<file path="config.mk">
export PLATFORM = sky130hd
export DESIGN_NAME = game_flow_ctrl_flat
export DESIGN_NICKNAME = d
export VERILOG_FILES = /design/src/rtl/game_flow_ctrl_if.sv /design/src/rtl/game_flow_ctrl.sv /design/src/flat_wrapper.sv
export SDC_FILE = /design/constraint.sdc
export NUM_CORES = 1
export LEC_CHECK = 0
export BUFFER_PORTS_ARGS = -buffer_cell sky130_fd_sc_hd__buf_2
export CAP_MARGIN = 40
export CELL_PAD_IN_SITES_DETAIL_PLACEMENT = 1
export CELL_PAD_IN_SITES_GLOBAL_PLACEMENT = 1
export CORE_MARGIN = 2
export CORE_UTILIZATION = 41
export CTS_CLUSTER_DIAMETER = 100
export DETAILED_ROUTE_END_ITERATION = 12
export PLACE_DENSITY = 0.83
export SYNTH_ARGS = -nofsm -noshare
export SYNTH_HDL_FRONTEND = slang
export SYNTH_SLANG_ARGS = --single-unit
</file>
<file path="constraint.sdc">
create_clock -name clk_in -period 4.6 [get_ports clk_in]
set_input_delay 0.92 -clock clk_in [delete_from_list [all_inputs] [get_ports clk_in]]
set_output_delay 0.92 -clock clk_in [all_outputs]
set_load 0.01 [all_outputs]
</file>
<file path="src/rtl/game_flow_ctrl_if.sv">
// game_flow_ctrl_if: player inputs and game status between input logic and the flow controller.
// GAME_PAUSE_EN adds the pause request and paused status.
interface game_flow_ctrl_if #(parameter int SCORE_W = 12, parameter int LW = 2);
  logic pulse, died, jump;
  logic [1:0] lane;
  logic playing, game_over, invuln, reset_game, jump_out;
  logic [1:0] lane_out;
  logic [SCORE_W-1:0] time_alive, high_score;
  logic [LW-1:0] lives_left;
`ifdef GAME_PAUSE_EN
  logic pause, paused;
  modport master (output pulse, died, lane, jump, pause,
                  input playing, game_over, invuln, reset_game, jump_out, lane_out,
                        time_alive, high_score, lives_left, paused);
  modport slave (input pulse, died, lane, jump, pause,
                 output playing, game_over, invuln, reset_game, jump_out, lane_out,
                        time_alive, high_score, lives_left, paused);
`else
  modport master (output pulse, died, lane, jump,
                  input playing, game_over, invuln, reset_game, jump_out, lane_out,
                        time_alive, high_score, lives_left);
  modport slave (input pulse, died, lane, jump,
                 output playing, game_over, invuln, reset_game, jump_out, lane_out,
                        time_alive, high_score, lives_left);
`endif
endinterface

</file>
<file path="src/rtl/game_flow_ctrl.sv">
// game_flow_ctrl: game-flow FSM with lives, grace window, saturating score and session high score.
// Optional GAME_PAUSE_EN adds a PAUSED state toggled by rising edges of pause.
module game_flow_ctrl #(
  parameter int SCORE_W = 12,
  parameter int LIVES = 3,
  parameter int GRACE_PULSES = 2,
  parameter logic [1:0] LANE_IDLE = 2'd1,
  localparam int LW = $clog2(LIVES + 1),
  localparam int GW = $clog2(GRACE_PULSES + 1)
) (
  input logic clk_in,
  input logic rst_in,
  game_flow_ctrl_if.slave g
);
  typedef enum logic [2:0] {
    START, WAIT_REL1, PLAYING, GRACE, GAMEOVER, WAIT_REL2
`ifdef GAME_PAUSE_EN
    , PAUSED
`endif
  } state_e;
  state_e state_q, state_d;
  logic [SCORE_W-1:0] time_q, time_d, high_q, high_d, t_inc;
  logic [LW-1:0] lives_q, lives_d;
  logic [GW-1:0] grace_q, grace_d;
  logic [1:0] lane_q;
  logic jump_q, act_d, in_pause, pause_grace;
`ifdef GAME_PAUSE_EN
  logic pause_q, rise;
  state_e ret_q;
  assign rise = g.pause & ~pause_q;
  assign in_pause = state_q == PAUSED;
  assign pause_grace = in_pause && ret_q == GRACE;
  assign g.paused = in_pause;
  always_ff @(posedge clk_in) begin
    if (rst_in) begin
      pause_q <= 1'b0;
      ret_q <= START;
    end else begin
      pause_q <= g.pause;
      if (state_q != PAUSED) ret_q <= state_q;
    end
  end
`else
  assign in_pause = 1'b0;
  assign pause_grace = 1'b0;
`endif
  assign t_inc = (g.pulse && time_q != '1) ? time_q + SCORE_W'(1) : time_q;
  always_comb begin
    state_d = state_q;
    time_d = time_q;
    high_d = high_q;
    lives_d = lives_q;
    grace_d = grace_q;
    case (state_q)
      START: begin
        time_d = '0;
        lives_d = LW'(LIVES);
        state_d = g.jump ? WAIT_REL1 : START;
      end
      WAIT_REL1: state_d = g.jump ? WAIT_REL1 : PLAYING;
      PLAYING: begin
        time_d = t_inc;
        if (g.died && lives_q > LW'(1)) begin
          state_d = GRACE;
          lives_d = lives_q - LW'(1);
          grace_d = GW'(GRACE_PULSES);
        end else if (g.died) begin
          state_d = GAMEOVER;
          lives_d = '0;
          high_d = t_inc > high_q ? t_inc : high_q;
        end
      end
      GRACE: begin
        time_d = t_inc;
        grace_d = g.pulse ? grace_q - GW'(1) : grace_q;
        state_d = (g.pulse && grace_q == GW'(1)) ? PLAYING : GRACE;
      end
      GAMEOVER: state_d = g.jump ? WAIT_REL2 : GAMEOVER;
      WAIT_REL2: state_d = g.jump ? WAIT_REL2 : START;
`ifdef GAME_PAUSE_EN
      PAUSED: state_d = rise ? ret_q : PAUSED;
`endif
      default: state_d = START;
    endcase
`ifdef GAME_PAUSE_EN
    // a pause edge wins over any pulse or hit in the same cycle
    if (rise && (state_q == PLAYING || state_q == GRACE)) begin
      state_d = PAUSED;
      time_d = time_q;
      high_d = high_q;
      lives_d = lives_q;
      grace_d = grace_q;
    end
`endif
  end
  // gating follows the next state so the exit cycle already shows idle controls
  assign act_d = state_d == PLAYING || state_d == GRACE;
  always_ff @(posedge clk_in) begin
    if (rst_in) begin
      state_q <= START;
      time_q <= '0;
      high_q <= '0;
      lives_q <= LW'(LIVES);
      grace_q <= '0;
      lane_q <= LANE_IDLE;
      jump_q <= 1'b0;
    end else begin
      state_q <= state_d;
      time_q <= time_d;
      high_q <= high_d;
      lives_q <= lives_d;
      grace_q <= grace_d;
      lane_q <= act_d ? g.lane : LANE_IDLE;
      jump_q <= act_d & g.jump;
    end
  end
  assign g.playing = state_q == PLAYING || state_q == GRACE || in_pause;
  assign g.game_over = state_q == GAMEOVER || state_q == WAIT_REL2;
  assign g.invuln = state_q == GRACE || pause_grace;
  assign g.reset_game = state_q == START;
  assign g.time_alive = time_q;
  assign g.high_score = high_q;
  assign g.lives_left = lives_q;
  assign g.lane_out = lane_q;
  assign g.jump_out = jump_q;
endmodule

</file>
<file path="src/flat_wrapper.sv">
// flat-port wrapper written by rule: the top's interface ports become plain ports
module game_flow_ctrl_flat 
#(
  parameter int SCORE_W = 12,
  parameter int LIVES = 3,
  parameter int GRACE_PULSES = 2,
  parameter logic [1:0] LANE_IDLE = 2'd1,
  localparam int LW = $clog2(LIVES + 1),
  localparam int GW = $clog2(GRACE_PULSES + 1)
)
  (clk_in, rst_in, g_pulse, g_died, g_lane, g_jump, g_playing, g_game_over, g_invuln, g_reset_game, g_jump_out, g_lane_out, g_time_alive, g_high_score, g_lives_left);
  game_flow_ctrl_if #(.SCORE_W(SCORE_W), .LW(2)) g_i ();
  input logic clk_in;
  input logic rst_in;
  input wire logic [$bits(g_i.pulse)-1:0] g_pulse;
  input wire logic [$bits(g_i.died)-1:0] g_died;
  input wire logic [$bits(g_i.lane)-1:0] g_lane;
  input wire logic [$bits(g_i.jump)-1:0] g_jump;
  output wire logic [$bits(g_i.playing)-1:0] g_playing;
  output wire logic [$bits(g_i.game_over)-1:0] g_game_over;
  output wire logic [$bits(g_i.invuln)-1:0] g_invuln;
  output wire logic [$bits(g_i.reset_game)-1:0] g_reset_game;
  output wire logic [$bits(g_i.jump_out)-1:0] g_jump_out;
  output wire logic [$bits(g_i.lane_out)-1:0] g_lane_out;
  output wire logic [$bits(g_i.time_alive)-1:0] g_time_alive;
  output wire logic [$bits(g_i.high_score)-1:0] g_high_score;
  output wire logic [$bits(g_i.lives_left)-1:0] g_lives_left;
  assign g_i.pulse = g_pulse;
  assign g_i.died = g_died;
  assign g_i.lane = g_lane;
  assign g_i.jump = g_jump;
  assign g_playing = g_i.playing;
  assign g_game_over = g_i.game_over;
  assign g_invuln = g_i.invuln;
  assign g_reset_game = g_i.reset_game;
  assign g_jump_out = g_i.jump_out;
  assign g_lane_out = g_i.lane_out;
  assign g_time_alive = g_i.time_alive;
  assign g_high_score = g_i.high_score;
  assign g_lives_left = g_i.lives_left;
  game_flow_ctrl #(.SCORE_W(SCORE_W), .LIVES(LIVES), .GRACE_PULSES(GRACE_PULSES), .LANE_IDLE(LANE_IDLE)) u_core (.clk_in(clk_in), .rst_in(rst_in), .g(g_i));
endmodule
</file>
# Word level (Yosys, flattened, before mapping)
# Cells that the tools add are included.
# W data, S select, Z words.
# op_classes
n_reduce_logical	15
n_eq_ne	12
n_mux	16
n_bitwise	3
add_sub_neg	3
n_lt_le_gt_ge	2
# ops
operator	n
$pmux W12 S2	1
$pmux W3 S6	1
$add A12 B1 Y12 const B	1
$eq A3 B2 Y1 const B	4
$gt A12 B12 Y1	1
$mux W12	1
$ne A12 B12 Y1 const B	1
$mux W2	5
$mux W3	3
$pmux W2 S2	2
$eq A3 B3 Y1 const B	2
$reduce_bool A2 Y1	3
$reduce_and A4 Y1	1
$reduce_or A2 Y1	2
$sub A2 B1 Y2 const B	2
$eq A3 B1 Y1 const B	1
$logic_and A1 B1 Y1	3
$logic_not A3 Y1	1
$logic_or A1 B1 Y1	3
$mux W1	3
$ne A3 B2 Y1 const B	1
$reduce_and A3 Y1	1
$eq A2 B1 Y1 const B	1
$gt A2 B1 Y1 const B	1
other kinds (5)	6
# word_totals
out_inout_bits	33
in_bits	7
register_bits	34
word_cells	58

# Depth between registers and ports, before layout
# Gate-level depths: netlist (run 1).
# logic_depth
ltp_word	8
mapped_depth	14
depth_no_buf	12

# Least setup slack after synthesis (run 1)
# Ideal clock, no wire load.
# synth_path
kind	register to register
startpoint	register u_core.time_q[0] (netlist: u_core.g.time_alive[0])
endpoint	register u_core.high_q[7] (netlist: u_core.g.high_score[7])
t_arrival_ns	3.286
path_slack_ns	1.234
setup_ns	0.079
n_path_buf	1
synth_period_minus_slack_ns	3.366
path_stages_with_launch	14
cell_sequence	dfxtp_1 -> ha_1 -> and3_1 -> nand3_1 -> o21ai_2 -> mux2_2 -> ha_1 -> nor2b_4 -> o211ai_2 -> a21oi_2 -> o41ai_4 -> buf_6 -> nor2_2 -> a211oi_2
# synth_between
elab_chain_cells	5
word_cells_on_any_way	6
cone_classes	1 x add/sub; 1 x order compare; 1 x eq/ne; 1 x mux; 2 x reduce/logical
# synth_rtl
item	line	source
start: declaration	game_flow_ctrl.sv:22	logic [SCORE_W-1:0] time_q, time_d, high_q, high_d, t_inc;
start signal: assignment	game_flow_ctrl.sv:109	time_q <= time_d;
branches (longest 2 deep; another with $add A12 B1 Y12)	n/a	
$mux W12 *	game_flow_ctrl.sv:47	assign t_inc = (g.pulse && time_q != '1) ? time_q + SCORE_W'(1) : time_q;
via u_core.t_inc[1]	game_flow_ctrl.sv:22	
$gt A12 B12 Y1 *	game_flow_ctrl.sv:70	high_d = t_inc > high_q ? t_inc : high_q;
$reduce_and A4 Y1 (no source line) *	n/a	
end signal: assignment	game_flow_ctrl.sv:110	high_q <= high_d;
end: declaration	game_flow_ctrl.sv:22	
# Mark *: on every way through the listed nets, which the timed path passes.
# A chain may end at the register's enable or synchronous reset.

# Final worst setup path (run 1)
# layout_path
startpoint	register u_core.time_q[0] (netlist: u_core.g.time_alive[0])
endpoint	register u_core.high_q[10] (netlist: u_core.g.high_score[10])
# The elaborated chain is that of the path after synthesis.

==> summary.txt, run 1 <==
STA
  – Relative slew slack: 0.557
  – Worst Hold Slack: roughly 0.50 ns
  – Fin. max-slew vios: 0
  – Period utilization: 0.763
  – Final setup violation count: 0
  – Post-route setup TNS: 0 ns
  – Clock skew: approximately 0.013 ns
  – Final Hold Violating Endpoints: 0
  – FMAX: 285 MHz
  – RSZ-0062 raised after global routing: no
  – Final worst slack: approximately 1.1 ns
  – Period minus WS final: roughly 3.5 ns
  – Slew of the pin with the lowest slew margin: between 0.6 and 0.7 ns

Clock tree
  – CTS tree: yes
  – Clock Tree Root: clkbuf_8
  – Clk slew on worst S/H paths: about 0.080 ns
  – CTS Buffer Depth: 2
  – CTS Buf Count: 5
  – # clock sinks: 34
  – Clock latency on the worst-skew pair: roughly 0.3 ns
  – Cts repair resizes: 0
  – CTS H-tree lvls: 2
  – Hold_buf cts: 0
  – Setup repair bufs after CTS: 0

Synthesis
  – Yosys reg bits: 34
  – Seq/Total Area, Yosys: 0.343
  – Mapped Cells: about 230
  – Synthesized area: a little under 0.002 sq mm
  – Post-synth cell types: 47
  – Mean post-synth cell area: around 8.7 sq um
  – FFs w/ async S/R, synth: 0
  – YS warnings: 0
  – Most used flip-flop cell after synthesis: dfxtp_1
  – Synthesized Nets: 251
  – Number of flops mapped to enable cells by yosys: 0

Cells and area
  – Nets: between 200 and 300
  – Commonest non-fill, non-tap cell in the layout: buf_2
  – Layout cell share with drive strength beyond 1: 0.261
  – ANT cells: 0
  – FILL cells: 592
  – Util after Layout: 0.490
  – Most frequent cells in the layout: buf_2 (39), dfxtp_1 (34), nor2_1 (27)
  – Area growth syn-to-layout: 16.1%

Critical path
  – Crit-path max FO: 8
  – Buf/Inv on CP: 1
  – Worst Path Required: ~4.8 ns
  – CP top delay family: compound AO/OA/AOI/OAI gates
  – Max incr delay on CP: around 0.44 ns
  – R2r setup slk: ~1.1 ns
  – Cells along the critical path: ha_1 > and3_1 > nand3_1 > o21ai_2 > mux2_2 > ha_1 > nor2b_4 > o211ai_2 > a21oi_2 > o41ai_4 > buf_4 > mux2i_1 > nor2_1
  – Critical-path top delay cell: dfxtp_1
  – Most numerous cell on the critical path: ha_1
  – Startpoint types: register
  – Setup CP Type: register to register
  – Setup crit end kind: register
  – CP Data Arrival Time: between 3 and 4 ns

Global route
  – Largest net degree at the start of global routing: 32
  – First-pass GRT wire length: between 8000 and 9000 um
  – Vias in the first global route: 1735
  – GRT overflow: 0
  – Number of antenna violations at the first check in global routing: 0
  – GRT Total Usage: 0.204

Power and ir drop
  – Leak: 1.07 nW
  – VDD IR max: around 0.12 mV
  – Pwr dens: about 250 mW/mm^2

Drt
  – # DRC: 0
  – Vias per cell: 5.67
  – Initial drt markers: 85
  – DR pass1 iterations: 4
  – Routed wire per std cell: 16.1 um
  – Final antenna-violating net count: 0
  – WL final: between 5000 and 6000 um
  – Total number of vias: roughly 1800

Die
  – I/O pin count: 40
  – Die X: ~74 um
  – Rows: 25
  – Die footprint: about 0.0054 sq mm
  – Core area: ~0.0047 sq mm
  – Initial Util: 0.422
  – Die Ht: between 70 and 80 um

Place
  – Place WS: between 0.9 and 1 ns
  – Buffers on Ports: 39
  – Routability cong.: about 0.86
  – DPL Wire Length: between 3000 and 4000 um

Hold path
  – Worst min-delay path category: register to register

Flow run
  – Max-Cap Viols: 0

Run status
  – Status: finished, final reports clean
## kinds of logic after synthesis
group / count (synthesis) / share of synthesized area
fa+ha+maj: 15 / 0.0947
xor+xnor: 5 / 0.0221
mux: 11 / 0.0574
compound gates: 54 / 0.203
simple gates: 81 / 0.218
flops: 34 / 0.343
buf+inv: 29 / 0.0612
## synthesized netlist by cell type (2+ instances only)
cell      number  area share
a21oi_1       17       0.043
a31oi_1        4       0.013
nor3_1         4       0.010
mux2_2         3       0.017
and2_1         3      0.0095
clkbuf_1       5      0.0095
mux2i_1        8       0.040
a22oi_1        8       0.030
a211oi_2       5       0.032
nand2b_1       5       0.016
xnor2_1        4       0.018
dfxtp_1       34        0.34
o21ai_1        3      0.0076
nand2_1        9       0.017
inv_1         18       0.034
o21ai_0        3      0.0076
a21o_1         3       0.011
and3_1         3      0.0095
nand3_1        4       0.010
nor2_1        27       0.051
nor2_2         6       0.019
ha_1          15       0.095
buf_2          4       0.010
nor2b_1        3      0.0095
a211oi_1       2      0.0076
nand4_1        6       0.019
or3_1          3      0.0095
## flip-flops by register name, indices dropped and copies added (netlist names)
register and count:
u_core.grace_q 2, u_core.g.lane_out 2, u_core.g.time_alive 12, u_core.g.high_score 12, u_core.state_q 3, u_core.g.lives_left 2, u_core.g.jump_out 1
## per-stage QoR
stage          total power (W)  instances  instance area (sq um)
6_report              0.000576        322                   2300
5_1_grt               0.000598        322                   2300
4_1_cts               0.000580        322                   2300
3_5_place_dp          0.000347        314                   2210
3_3_place_gp          0.000346        314                   2210
2_1_floorplan         0.000334        229                   1980
## per-layer routing
metal  up-vias  share of wire  wire [um]  GRT usage
li1        889              -          -          -
met1       873           0.43       2220      0.255
met2        53           0.49       2530      0.330
met3        12          0.057        296     0.0549
met4         0          0.027        138     0.0869
met5         -              0          0          0
## worst reg2reg max path, delay by kind of cell (launching register included)
family,cells,cell delay [ns]
and+or+nand+nor,4,0.61
muxes,2,0.63
AOI/OAI and AO/OA,4,0.88
DFF,1,0.44
buffers and inverters,1,0.26
adders and majority gates,2,0.58
## final cells by class
cell class | instances | area [sq um] | share of cell area
Multi-Input combinational cell | 166 | 1180 | 0.513
Sequential cell | 34 | 681 | 0.296
Timing Repair Buffer | 41 | 210 | 0.0914
Clock buffer | 7 | 86.3 | 0.0375
Inverter | 19 | 71.3 | 0.0310
Tap cell | 54 | 67.6 | 0.0294
Clock inverter | 1 | 5.00 | 0.00218
## worst paths after layout
check / depth (start not counted) / start / to
worst min register to register: 2 / u_core.g.high_score[6] / u_core.g.high_score[6]
worst max-delay path: 13 / u_core.g.time_alive[0] / u_core.g.high_score[10]
worst max register to register: 13 / u_core.g.time_alive[0] / u_core.g.high_score[10]
worst min-delay path: 2 / u_core.g.high_score[6] / u_core.g.high_score[6]
## report_power, final
group | total (W) | internal [W] | switching [W]
combinational | 0.0000395 | 0.0000140 | 0.0000255
clock | 0.000236 | 0.000121 | 0.000115
sequential | 0.000301 | 0.000298 | 0.00000313
total | 0.000576 | 0.000432 | 0.000144
No activity file was read; power rests on OpenSTA's default activity.
==> run 2: changes to the inputs <==
clock period = 3.3 ns   (was 4.6 ns; I/O delays follow)
==> summary.txt, run 2 (same netlist as run 1, synthesis figures left out) <==
STA
  – Period minus WS final: 3.12 ns
  – Final setup violation count: 0
  – Slew of the pin with the lowest slew margin: approximately 0.68 ns
  – Fin. max-slew vios: 0
  – Final worst slack: about 0.18 ns
  – Relative slew slack: 0.548
  – Final Hold Violating Endpoints: 0
  – Clock skew: 0.0100 ns
  – FMAX: 320 MHz
  – Worst Hold Slack: ~0.49 ns
  – Period utilization: 0.946

Critical path
  – Worst r2r src: u_core.g.time_alive[0]
  – Worst Path Required: ~3.5 ns
  – Critical register-to-register path endpoint: u_core.g.high_score[3]
  – Reg2Reg Depth: 13
  – Crit-path max FO: 15
  – Setup crit end kind: register
  – Startpoint types: register
  – CP Data Arrival Time: 3.27 ns
  – Setup CP Type: register to register
  – R2r setup slk: between 0.15 and 0.2 ns

Global route
  – Number of antenna violations at the first check in global routing: 0
  – GRT Total Usage: 0.219
  – Global routing met2 resource utilization: 0.381
  – Busiest grt layer: met2
  – First-pass GRT wire length: roughly 8900 um
  – Largest net degree at the start of global routing: 32
  – Routing usage on met3: 0.0453
  – GR Layer Usage met1: 0.267
  – Vias in the first global route: 1804
  – GRT overflow: 0

Cells and area
  – ANT cells: 0
  – Nets: slightly above 300
  – Layout Cells excl Fill: about 340
  – Commonest non-fill, non-tap cell in the layout: buf_2
  – Most frequent cells in the layout: buf_2 (39), dfxtp_1 (31), nor2_1 (27)
  – Area growth syn-to-layout: 22.7%
  – FILL cells: 575
  – Util after Layout: 0.518
  – Layout cell share with drive strength beyond 1: 0.313

Die
  – Die footprint: approximately 0.0054 sq mm
  – Initial Util: 0.422
  – Die Ht: 73.5 um
  – Rows: 25
  – I/O pin count: 40
  – Die X: roughly 74 um
  – Core area: 0.00469 sq mm

Drt
  – Vias per cell: between 5 and 6
  – Initial drt markers: between 100 and 150
  – WL final: around 5400 um
  – Total number of vias: 1870
  – Routed wire per std cell: 16.3 um
  – Final antenna-violating net count: 0
  – # DRC: 0
  – DR pass1 iterations: 4

Place
  – Placed cell count: between 300 and 400
  – DPL Wire Length: between 4000 and 5000 um
  – Buffers on Ports: 39
  – Place WS: about 0.073 ns
  – Routability cong.: a little under 0.9

Clock tree
  – Clock Tree Root: clkbuf_8
  – Clk slew on worst S/H paths: roughly 0.07 ns
  – # clock sinks: 34
  – CTS H-tree lvls: 2
  – CTS tree: yes
  – Clock latency on the worst-skew pair: slightly below 0.3 ns
  – CTS Buf Count: 5
  – CTS Buffer Depth: 2

Power and ir drop
  – Leak: ~1.1 nW
  – Pwr dens: 323 mW/mm^2
  – Power, Total: between 0.0007 and 0.0008 W
  – VDD IR max: around 0.21 mV

Hold path
  – Worst min-delay path category: register to register
  – Hold depth: 2
  – Hold EP: u_core.g.high_score[7]
  – Min-delay src: u_core.g.high_score[7]

Flow run
  – Max-Cap Viols: 0

Run status
  – Status: finished, final reports clean
==> run 2: worst max path at each step <==
stage / from / depth (start not counted) / slack (ns) / end
6_report: u_core.g.time_alive[0] / 13 / 0.18 / u_core.g.high_score[3]
5_1_grt: u_core.g.time_alive[8] / 12 / -0.01 / u_core.g.high_score[3]
4_1_cts: u_core.g.time_alive[6] / 12 / 0.11 / u_core.g.high_score[3]
3_5_place_dp: g_pulse / 12 / 0.07 / u_core.g.high_score[3]
3_3_place_gp: g_pulse / 12 / 0.15 / u_core.g.high_score[2]
2_1_floorplan: u_core.g.time_alive[0] / 13 / 0.03 / u_core.g.high_score[7]
==> run 2: area by class of cell <==
class,instances,area (sq um),area share
repair buffers,56,335,0.138
clock buffers,6,82.6,0.0340
inverters,19,71.3,0.0293
flip-flops and latches,34,687,0.283
well taps,54,67.6,0.0278
multi-input cells,166,1190,0.488
==> run 2: what timing repair did <==
item | 4_1_cts | 5_1_grt
hold buffers | 0 | 0
setup endpoints to repair | 0 | 7
resized for setup | 0 | 3
setup buffers | 0 | 3
==> run 2: critical path, cell delays in order (launching register included) <==
cell and delay, ns:
dfxtp_4 0.37, ha_1 0.20, buf_4 0.14, and3_1 0.21, buf_4 0.16, nand2_1 0.08
mux2_2 0.37, ha_1 0.19, a211oi_1 0.27, nor2_2 0.09, o41ai_4 0.42, buf_12 0.21
mux2i_1 0.20, nor2_1 0.07
==> run 2: metrics by stage <==
step / area (sq um) / setup TNS, ns
floorplan: 1980 / 0
global placement: 2310 / 0
global route: 2430 / -0.0125
CTS: 2400 / 0
finish: 2430 / 0
detailed placement: 2310 / 0
==> run 2: routing by layer <==
layer | wire (um) | vias to the layer above
met5 | 0 | -
met4 | 80 | 0
met3 | 185 | 8
met2 | 2850 | 39
met1 | 2330 | 905
li1 | - | 918
==> run 2: report_power, final <==
part	internal [W]	leakage (nW)	total [W]	switching, W
Sequential	0.000414	0.277	0.000419	0.00000425
Clock	0.000161	0.0431	0.000309	0.000149
Combinational	0.0000204	0.828	0.0000574	0.0000370
